File: config.mk
export PLATFORM = sky130hd
export DESIGN_NAME = pll_nco_multi
export DESIGN_NICKNAME = d
export VERILOG_FILES = /design/src/rtl/pll_nco_pkg.sv /design/src/rtl/pll_nco_multi_channel.sv /design/src/rtl/pll_nco_multi.sv
export SDC_FILE = /design/constraint.sdc
export NUM_CORES = 1
export LEC_CHECK = 0
export ABC_AREA = 1
export CORE_MARGIN = 2
export CORE_UTILIZATION = 40
export DETAILED_ROUTE_END_ITERATION = 7
export GPL_ROUTABILITY_DRIVEN = 0
export MAX_ROUTING_LAYER = met4
export PLACE_DENSITY = 0.65
export SLEW_MARGIN = 20
export SYNTH_ARGS = -nofsm -noshare
export SYNTH_HDL_FRONTEND = slang
export SYNTH_SLANG_ARGS = --single-unit
File: constraint.sdc
create_clock -name inclk0 -period 3.01 [get_ports inclk0]
set_input_delay 0.4515 -clock inclk0 [delete_from_list [all_inputs] [get_ports inclk0]]
set_output_delay 0.4515 -clock inclk0 [all_outputs]
set_load 0.05 [all_outputs]
File: src/rtl/pll_nco_pkg.sv
// Shared types and helpers for the multi-channel NCO clock generator.
// nco_inc() converts a target frequency into a phase increment.
package pll_nco_pkg;

  typedef enum logic [1:0] {
    ST_IDLE,
    ST_SETTLE,
    ST_LOCKED
  } state_t;

  // 44.1 kHz from a 50 MHz clock with a 24-bit accumulator
  localparam int NCO_INC_RESET = 14798;

  function automatic longint nco_inc(input longint f_out, input longint f_clk, input int acc_w);
    return ((f_out << acc_w) + (f_clk / 2)) / f_clk;
  endfunction

endpackage

File: src/rtl/pll_nco_multi_channel.sv
// One NCO channel: phase accumulator, increment register, wrap strobe.
// A write restarts the phase from zero so the new rate starts cleanly.
module nco_channel
  import pll_nco_pkg::*;
#(
  parameter int ACC_W     = 24,
  parameter int INC_RESET = NCO_INC_RESET
) (
  input  logic             clk,
  input  logic             rst_n,
  input  logic             run,
  input  logic             we,
  input  logic [ACC_W-1:0] wr_inc,
  output logic             c,
  output logic             stb
);

  logic [ACC_W-1:0] acc_reg;
  logic [ACC_W-1:0] inc_reg;
  logic             stb_reg;
  logic [ACC_W:0]   sum_next;

  // Extra top bit is the carry-out that becomes the strobe.
  assign sum_next = {1'b0, acc_reg} + {1'b0, inc_reg};

  always_ff @(posedge clk or negedge rst_n) begin
    if (!rst_n) begin
      acc_reg <= '0;
      inc_reg <= ACC_W'(INC_RESET);
      stb_reg <= 1'b0;
    end else begin
      if (we) begin
        inc_reg <= wr_inc;
      end
      if (!run || we) begin
        acc_reg <= '0;
        stb_reg <= 1'b0;
      end else begin
        acc_reg <= sum_next[ACC_W-1:0];
        stb_reg <= sum_next[ACC_W];
      end
    end
  end

  assign c   = acc_reg[ACC_W-1];
  assign stb = stb_reg;

endmodule

File: src/rtl/pll_nco_multi.sv
// Multi-channel NCO clock generator with a settle timer gating 'locked'.
// Any accepted reconfiguration restarts the settle period.
module pll_nco_multi
  import pll_nco_pkg::*;
#(
  parameter int NUM_CH      = 2,
  parameter int ACC_W       = 24,
  parameter int LOCK_CYCLES = 256,
  parameter int INC_RESET   = NCO_INC_RESET,
  localparam int CH_W       = (NUM_CH > 1) ? $clog2(NUM_CH) : 1
) (
  input  logic              inclk0,
  input  logic              areset_n,
  input  logic              ena,
  input  logic              cfg_we,
  input  logic [CH_W-1:0]   cfg_ch,
  input  logic [ACC_W-1:0]  cfg_inc,
  output logic [NUM_CH-1:0] c,
  output logic [NUM_CH-1:0] stb,
  output logic              locked
);

  localparam int CNT_W = (LOCK_CYCLES > 1) ? $clog2(LOCK_CYCLES) : 1;

  state_t           state_reg, state_next;
  logic [CNT_W-1:0] cnt_reg, cnt_next;
  logic [31:0]      cfg_ch_ext;
  logic             cfg_valid;
  logic             run;

  // Widened so the range check stays meaningful when NUM_CH is a power of two.
  assign cfg_ch_ext = 32'(cfg_ch);
  assign cfg_valid  = cfg_we && (cfg_ch_ext < 32'(NUM_CH));
  assign run        = ena && (state_reg != ST_IDLE);
  assign locked     = (state_reg == ST_LOCKED);

  always_ff @(posedge inclk0 or negedge areset_n) begin
    if (!areset_n) begin
      state_reg <= ST_IDLE;
      cnt_reg   <= '0;
    end else begin
      state_reg <= state_next;
      cnt_reg   <= cnt_next;
    end
  end

  always_comb begin
    state_next = state_reg;
    cnt_next   = cnt_reg;
    case (state_reg)
      ST_IDLE: begin
        if (ena) begin
          state_next = ST_SETTLE;
          cnt_next   = '0;
        end
      end
      ST_SETTLE: begin
        cnt_next = cnt_reg + CNT_W'(1);
        if (cnt_reg == CNT_W'(LOCK_CYCLES - 1)) begin
          state_next = ST_LOCKED;
        end
      end
      ST_LOCKED: ;
      default: state_next = ST_IDLE;
    endcase
    if (state_reg != ST_IDLE && cfg_valid) begin
      state_next = ST_SETTLE;
      cnt_next   = '0;
    end
    // Disable overrides everything, including a same-cycle write.
    if (!ena) begin
      state_next = ST_IDLE;
      cnt_next   = '0;
    end
  end

  for (genvar gi = 0; gi < NUM_CH; gi++) begin : g_ch
    nco_channel #(
      .ACC_W     (ACC_W),
      .INC_RESET (INC_RESET)
    ) u_ch (
      .clk    (inclk0),
      .rst_n  (areset_n),
      .run    (run),
      .we     (cfg_valid && (cfg_ch_ext == 32'(gi))),
      .wr_inc (cfg_inc),
      .c      (c[gi]),
      .stb    (stb[gi])
    );
  end

endmodule

==> results of run 1 <==
## per-layer routing
metal	global-route usage, %	share of wire (%)	vias up	routed length [um]
met5	-	0	-	0
met4	5.26	2.0	0	325
met3	2.56	2.3	23	382
met2	31.3	48	66	7990
met1	23.3	48	2797	7910
li1	-	-	3261	-
## report_power, final
| part | internal (mW) | switching, mW | total, mW |
|---|---|---|---|
| registers | 1.61 | 0.0908 | 1.70 |
| logic | 0.341 | 0.616 | 0.957 |
| clock network | 0.739 | 0.567 | 1.31 |
| total | 2.69 | 1.27 | 3.97 |
## cell families (layout without fill, tap and decap cells)
kind of cell,count (synthesis),in the layout
and+or+nand+nor,560,560
buffers and inverters,198,232
AOI/OAI and AO/OA,115,115
DFF,108,108
adders and majority gates,51,51
xor gates and xnor gates,11,11
## metrics by stage
| stage | hold slack, ps | power [mW] | cells | util (%) |
|---|---|---|---|---|
| after floorplan | 156 | 2.41 | 1043 | - |
| after global placement | 479 | 2.67 | 1290 | 43.5 |
| after detailed placement | 484 | 2.68 | 1290 | 43.5 |
| after CTS | 134 | 4.00 | 1306 | 45.4 |
| after global routing | 141 | 4.21 | 1306 | 45.4 |
| final | 97.4 | 3.97 | 1306 | 45.4 |
## placed cells by master, fill, tap and decap left out, types with 4 or more instances in the layout
cell / count
a21oi_2: 4
xnor2_1: 8
o21a_1: 7
nand3_1: 26
nor3_1: 8
inv_1: 175
a21oi_1: 37
inv_2: 4
dfstp_2: 18
nor2_1: 122
nand4_1: 4
nand2_1: 354
clkbuf_16: 9
clkdlybuf4s50_1: 32
nor2_2: 8
o21ai_0: 51
dfrtp_1: 90
nand2_2: 20
ha_1: 49
nand3_2: 5
o21bai_1: 6
## worst min path at each step
| stage | to | from | depth (start not counted) |
|---|---|---|---|
| after floorplan | cnt_reg[0] | areset_n | 0 |
| final | cnt_reg[1] | areset_n | 1 |
| after global placement | g_ch[1].u_ch.inc_reg[21] | g_ch[1].u_ch.inc_reg[21] | 2 |
| after detailed placement | g_ch[0].u_ch.inc_reg[0] | g_ch[0].u_ch.inc_reg[0] | 2 |
| after global routing | cnt_reg[1] | areset_n | 1 |
| after CTS | cnt_reg[1] | areset_n | 1 |
## area by class of cell
type / instances / area [um^2]
sequential: 108 / 2730
multi-input combinational: 737 / 3720
fill: 1806 / 9750
tap: 229 / 287
timing repair buffer: 36 / 363
inverter: 180 / 676
clock inverter: 6 / 95.1
clock buffer: 10 / 229
==> qor.yml, run 1 <==
run_status:
  run_status: "completed"
detailed_routing:
  post_drt_wl_per_cell_um: 12.7
  viasPerCell: 4.71
  drt_wl_total_um: 16600
  drc: 0
  final_antenna_net_count: 0
  drt_iter0_drc: 377
  first_pass_iters: 5
  route.vias.total: 6147
clocking:
  root_buffer: "clkbuf_16"
  clock_path_buffers: 2
  holdBufCountCts: 0
  clkSinkCount: 108
  tritoncts: "built"
  post_cts_buffers: 0
  clock_latency_ps: 350
  path_clk_slew_ps: 70
  post_cts_resized: 0
  cts_inserted_buffers: 9
  htreeDepth: 3
synthesis:
  ys_ff_latch: 108
  ys_warn_count: 0
  synth_compound_area_share_pct: 9.18
  yosysTopAreaCell: "dfrtp_1"
  synth_top_area_share_pct: 31.1
  synthTopCellsByArea: "dfrtp_1 (31%), nand2_1 (18%), inv_1 (9.1%)"
  synth_edf_count: 0
  yosys_most_used_dff: "dfrtp_1"
  synth_top_family_by_area: "simple AND/OR/NAND/NOR gates"
  synthTopCellsByCount: "nand2_1 (354), inv_1 (175), nor2_1 (122), dfrtp_1 (90), o21ai_0 (51)"
  synth_cell_types: 41
  synth_xor_area_share_pct: 1.33
  seq_area_frac_synth_pct: 37.6
  synthSimpleGateAreaFrac_pct: 31.8
  synthesis.nets: 1123
  async_reset_ff_share_pct: 100
  synthMuxAreaShare_pct: 0
  synth_area_per_cell_um2: 6.94
  synth_fa_ha_area_share_pct: 9.02
  syn_inst: 1043
  syn_area_mm2: 0.00724
  synth.most_common_cell: "nand2_1"
grt:
  grt_max_degree: 65
  antenna_found_initial: 0
  grt_use_total_pct: 18.5
  grt_pass1_vias: 6025
  grt_pass1_wl_um: 28100
  overflow: 0
worst_setup_path:
  r2r_slack_ps: 990
  max_stage_delay_ps: 820
  worstPathMaxFanout: 5
  critPathArrivalTime_ps: 1800
  crit_path_end_kind: "output pin"
  cp_num_cells: 3
  r2r-start: "g_ch[0].u_ch.inc_reg[0]"
  worstSetupPathType: "reg -> out"
  crit_buf_inv: 2
  required_ps: 2560
  r2r_end: "g_ch[0].u_ch.acc_reg[22]"
  crit_chain: "inv_1 > nor2_1 > clkdlybuf4s50_1"
  critPathSlowestCell: "clkdlybuf4s50_1"
  r2r_cells: 9
  cp_top_family: "buffers and inverters"
  crit_end: "locked"
  start_kind: "register"
  critPathLaunch: "state_reg[1]"
hold_path:
  holdCritPathClass: "in -> async"
placed_design:
  pre_cts_ws_ps: 854
  io_buffers: 33
  dpl_cell_area_mm2: 0.00777
  place.detailed.hpwl_um: 13000
sta:
  grt_setup_unrepaired: "no"
  setup_ws_ps: 761
  finClkSkew_ps: 8.18
  min_period_ps: 2250
  finalSetupViolCount: 0
  hold_viol: 0
  worstMarginPinSlew_ps: 630
  period_share_pct: 74.7
  fmax_mhz: 445
  slew_headroom_pct: 58.0
  drv_slew: 0
  finalSetupTns_ps: 0
final_layout:
  area_growth_syn_to_layout_pct: 11.8
  post-route-cell-area_mm2: 0.00809
  diodes: 0
  drive_above_1_share_pct: 7.89
  num-nets-final: 1152
floorplanning:
  start_util_pct: 40.6
  core_mm2: 0.0178
  die-width_um: 139
  die_h_um: 139
  rows: 49
  dieArea_mm2: 0.0192
  io_pins: 34
pwr:
  pwr_density_cell_mw_per_mm2: 490
  leakage_nw: 4.33
  vdd_drop_max_uv: 294
flow_run:
  max-cap-violations: 0
Note: power is estimated with default switching activity, not from simulation.
==> run 2: changes to the inputs <==
==> constraint.sdc (replaced) <==
create_clock -name inclk0 -period 2.1 [get_ports inclk0]
set_input_delay 0.315 -clock inclk0 [delete_from_list [all_inputs] [get_ports inclk0]]
set_output_delay 0.315 -clock inclk0 [all_outputs]
set_load 0.05 [all_outputs]
==> qor.yml, run 2 (synthesized netlist as in run 1, its figures left out) <==
run_status:
  run_status: "completed"  # unchanged
sta:
  finClkSkew_ps: 5.56  # was 8.18 ps
  fmax_mhz: 531
  worstMarginPinSlew_ps: 498  # was 630 ps
  hold_ws_ps: 446  # was 97.4 ps
  min_period_ps: 1880
  period_share_pct: 89.7
  drv_slew: 0  # unchanged
  grt_setup_unrepaired: "no"  # unchanged
  hold_viol: 0  # unchanged
  finalSetupViolCount: 0  # unchanged
  setup_ws_ps: 215  # was 761 ps
  slew_headroom_pct: 66.7  # was 58.0%
  finalSetupTns_ps: 0  # unchanged
detailed_routing:
  drt_iter0_drc: 377  # unchanged
  final_antenna_net_count: 0  # unchanged
  first_pass_iters: 5  # unchanged
  drc: 0  # unchanged
  drt_wl_total_um: 16700  # was 16,600 um
  post_drt_wl_per_cell_um: 12.7  # about the same
  viasPerCell: 4.74  # was 4.71
  route.vias.total: 6215  # was 6,147
floorplanning:
  start_util_pct: 40.6  # unchanged
  die_h_um: 139  # unchanged
  die-width_um: 139  # unchanged
  core_mm2: 0.0178  # unchanged
  dieArea_mm2: 0.0192  # unchanged
  rows: 49  # unchanged
  io_pins: 34  # unchanged
worst_setup_path:
  required_ps: 2360  # was 2560 ps
  critPathArrivalTime_ps: 2140  # was 1800 ps
  start_kind: "register"  # unchanged
  worstPathMaxFanout: 5  # unchanged
  r2r-start: "g_ch[0].u_ch.inc_reg[0]"  # unchanged
  worstSetupPathType: "reg -> reg"  # was reg -> out
  crit_path_end_kind: "register"  # was output pin
  critPathLaunch: "g_ch[0].u_ch.inc_reg[0]"  # was state_reg[1]
placed_design:
  place.detailed.hpwl_um: 13400  # was 13,000 um
  pre_cts_ws_ps: 229  # was 854 ps
  io_buffers: 33  # unchanged
clocking:
  cts_inserted_buffers: 9  # unchanged
  htreeDepth: 3  # unchanged
  tritoncts: "built"  # unchanged
  clock_latency_ps: 360  # was 350 ps
  clock_path_buffers: 2  # unchanged
  clkSinkCount: 108  # unchanged
  path_clk_slew_ps: 80  # was 70 ps
  root_buffer: "clkbuf_16"  # unchanged
pwr:
  power.total_mw: 5.72  # was 3.97 mW
  leakage_nw: 4.38  # was 4.33 nW
  pwr_density_cell_mw_per_mm2: 700  # was 490 mW/mm^2
  vdd_drop_max_uv: 438  # was 294 uV
grt:
  grt_max_degree: 49  # was 65
  grt_pass1_wl_um: 28700  # was 28,100 um
  grt_use_total_pct: 19.0  # was 18.5%
  grt_pass1_vias: 6102  # was 6,025
  overflow: 0  # unchanged
  antenna_found_initial: 0  # unchanged
final_layout:
  num-nets-final: 1158  # was 1,152
  drive_above_1_share_pct: 8.40  # was 7.89%
  area_growth_syn_to_layout_pct: 12.9  # was 11.8%
  layout_commonest_cell: "nand2_1"  # unchanged
  final_cell_mix: "nand2_1 (354), inv_1 (175), nor2_1 (122)"  # unchanged
  diodes: 0  # unchanged
flow_run:
  max-cap-violations: 0  # unchanged
hold_path:
  holdCritPathClass: "in -> async"  # unchanged
run 2: cell types whose count changed in the layout (fill, tap and decap cells not counted), moves of 2 or more:
cell        change
buf_4           +3
clkinv_4        +3
buf_12          +2
clkinvlp_4      -2
run 2: cell type report:
class / instances / area [um^2]
clock buffers: 9 / 225
clock inverters: 7 / 106
fillers: 1836 / 9670
inverters: 180 / 676
multi-input cells: 737 / 3720
flip-flops and latches: 108 / 2730
well taps: 229 / 287
repair buffers: 42 / 434
run 2: routing by layer:
layer	wire [um]	track usage (%)	part of all wire [%]	up-vias
li1	-	-	-	3269
met1	7980	24.0	48	2857
met2	8090	31.8	48	70
met3	322	2.49	1.9	19
met4	290	6.23	1.7	0
met5	0	-	0	-
run 2: per-stage QoR:
step           util, %  instances  cell area, um^2
2_1_floorplan        -       1043             7240
3_3_place_gp      43.9       1295             7830
3_5_place_dp      43.9       1295             7830
4_1_cts           45.8       1312             8170
5_1_grt           45.8       1312             8170
6_report          45.8       1312             8170
run 2: worst paths after layout:
path | to | slack (ps) | depth (start not counted)
hold reg to reg | g_ch[0].u_ch.inc_reg[14] | 490 | 2
hold / removal | cnt_reg[1] | 450 | 2
setup reg to reg | g_ch[0].u_ch.acc_reg[18] | 220 | 12
setup / recovery | g_ch[0].u_ch.acc_reg[18] | 220 | 12
min in group inclk0 | g_ch[0].u_ch.inc_reg[14] | 490 | 2
max in group asynchronous | g_ch[1].u_ch.inc_reg[15] | 970 | 3
run 2: power by group:
| group | total (mW) | internal [mW] | switching, mW |
|---|---|---|---|
| Combinational | 1.39 | 0.504 | 0.882 |
| Clock | 1.90 | 1.06 | 0.831 |
| Sequential | 2.44 | 2.31 | 0.131 |
| Total | 5.72 | 3.88 | 1.84 |
run 2: critical path, cell delays in order (launching register included):
cell and delay (ps):
dfrtp_1 390, ha_1 250, fa_1 390, nand2_1 90
nand2_1 80, nand3_1 90, nand2_2 100, nand2_1 70
nand2_1 80, nand2_1 80, nand3_1 60, nand2_1 60
nor2_1 40
run 2: repair_timing:
action	in CTS	in global routing
gates resized for setup	1	0
hold endpoints to repair	24	0
hold buffers	1	0
buffers inserted	0	0
endpoints found under the setup margin	1	0
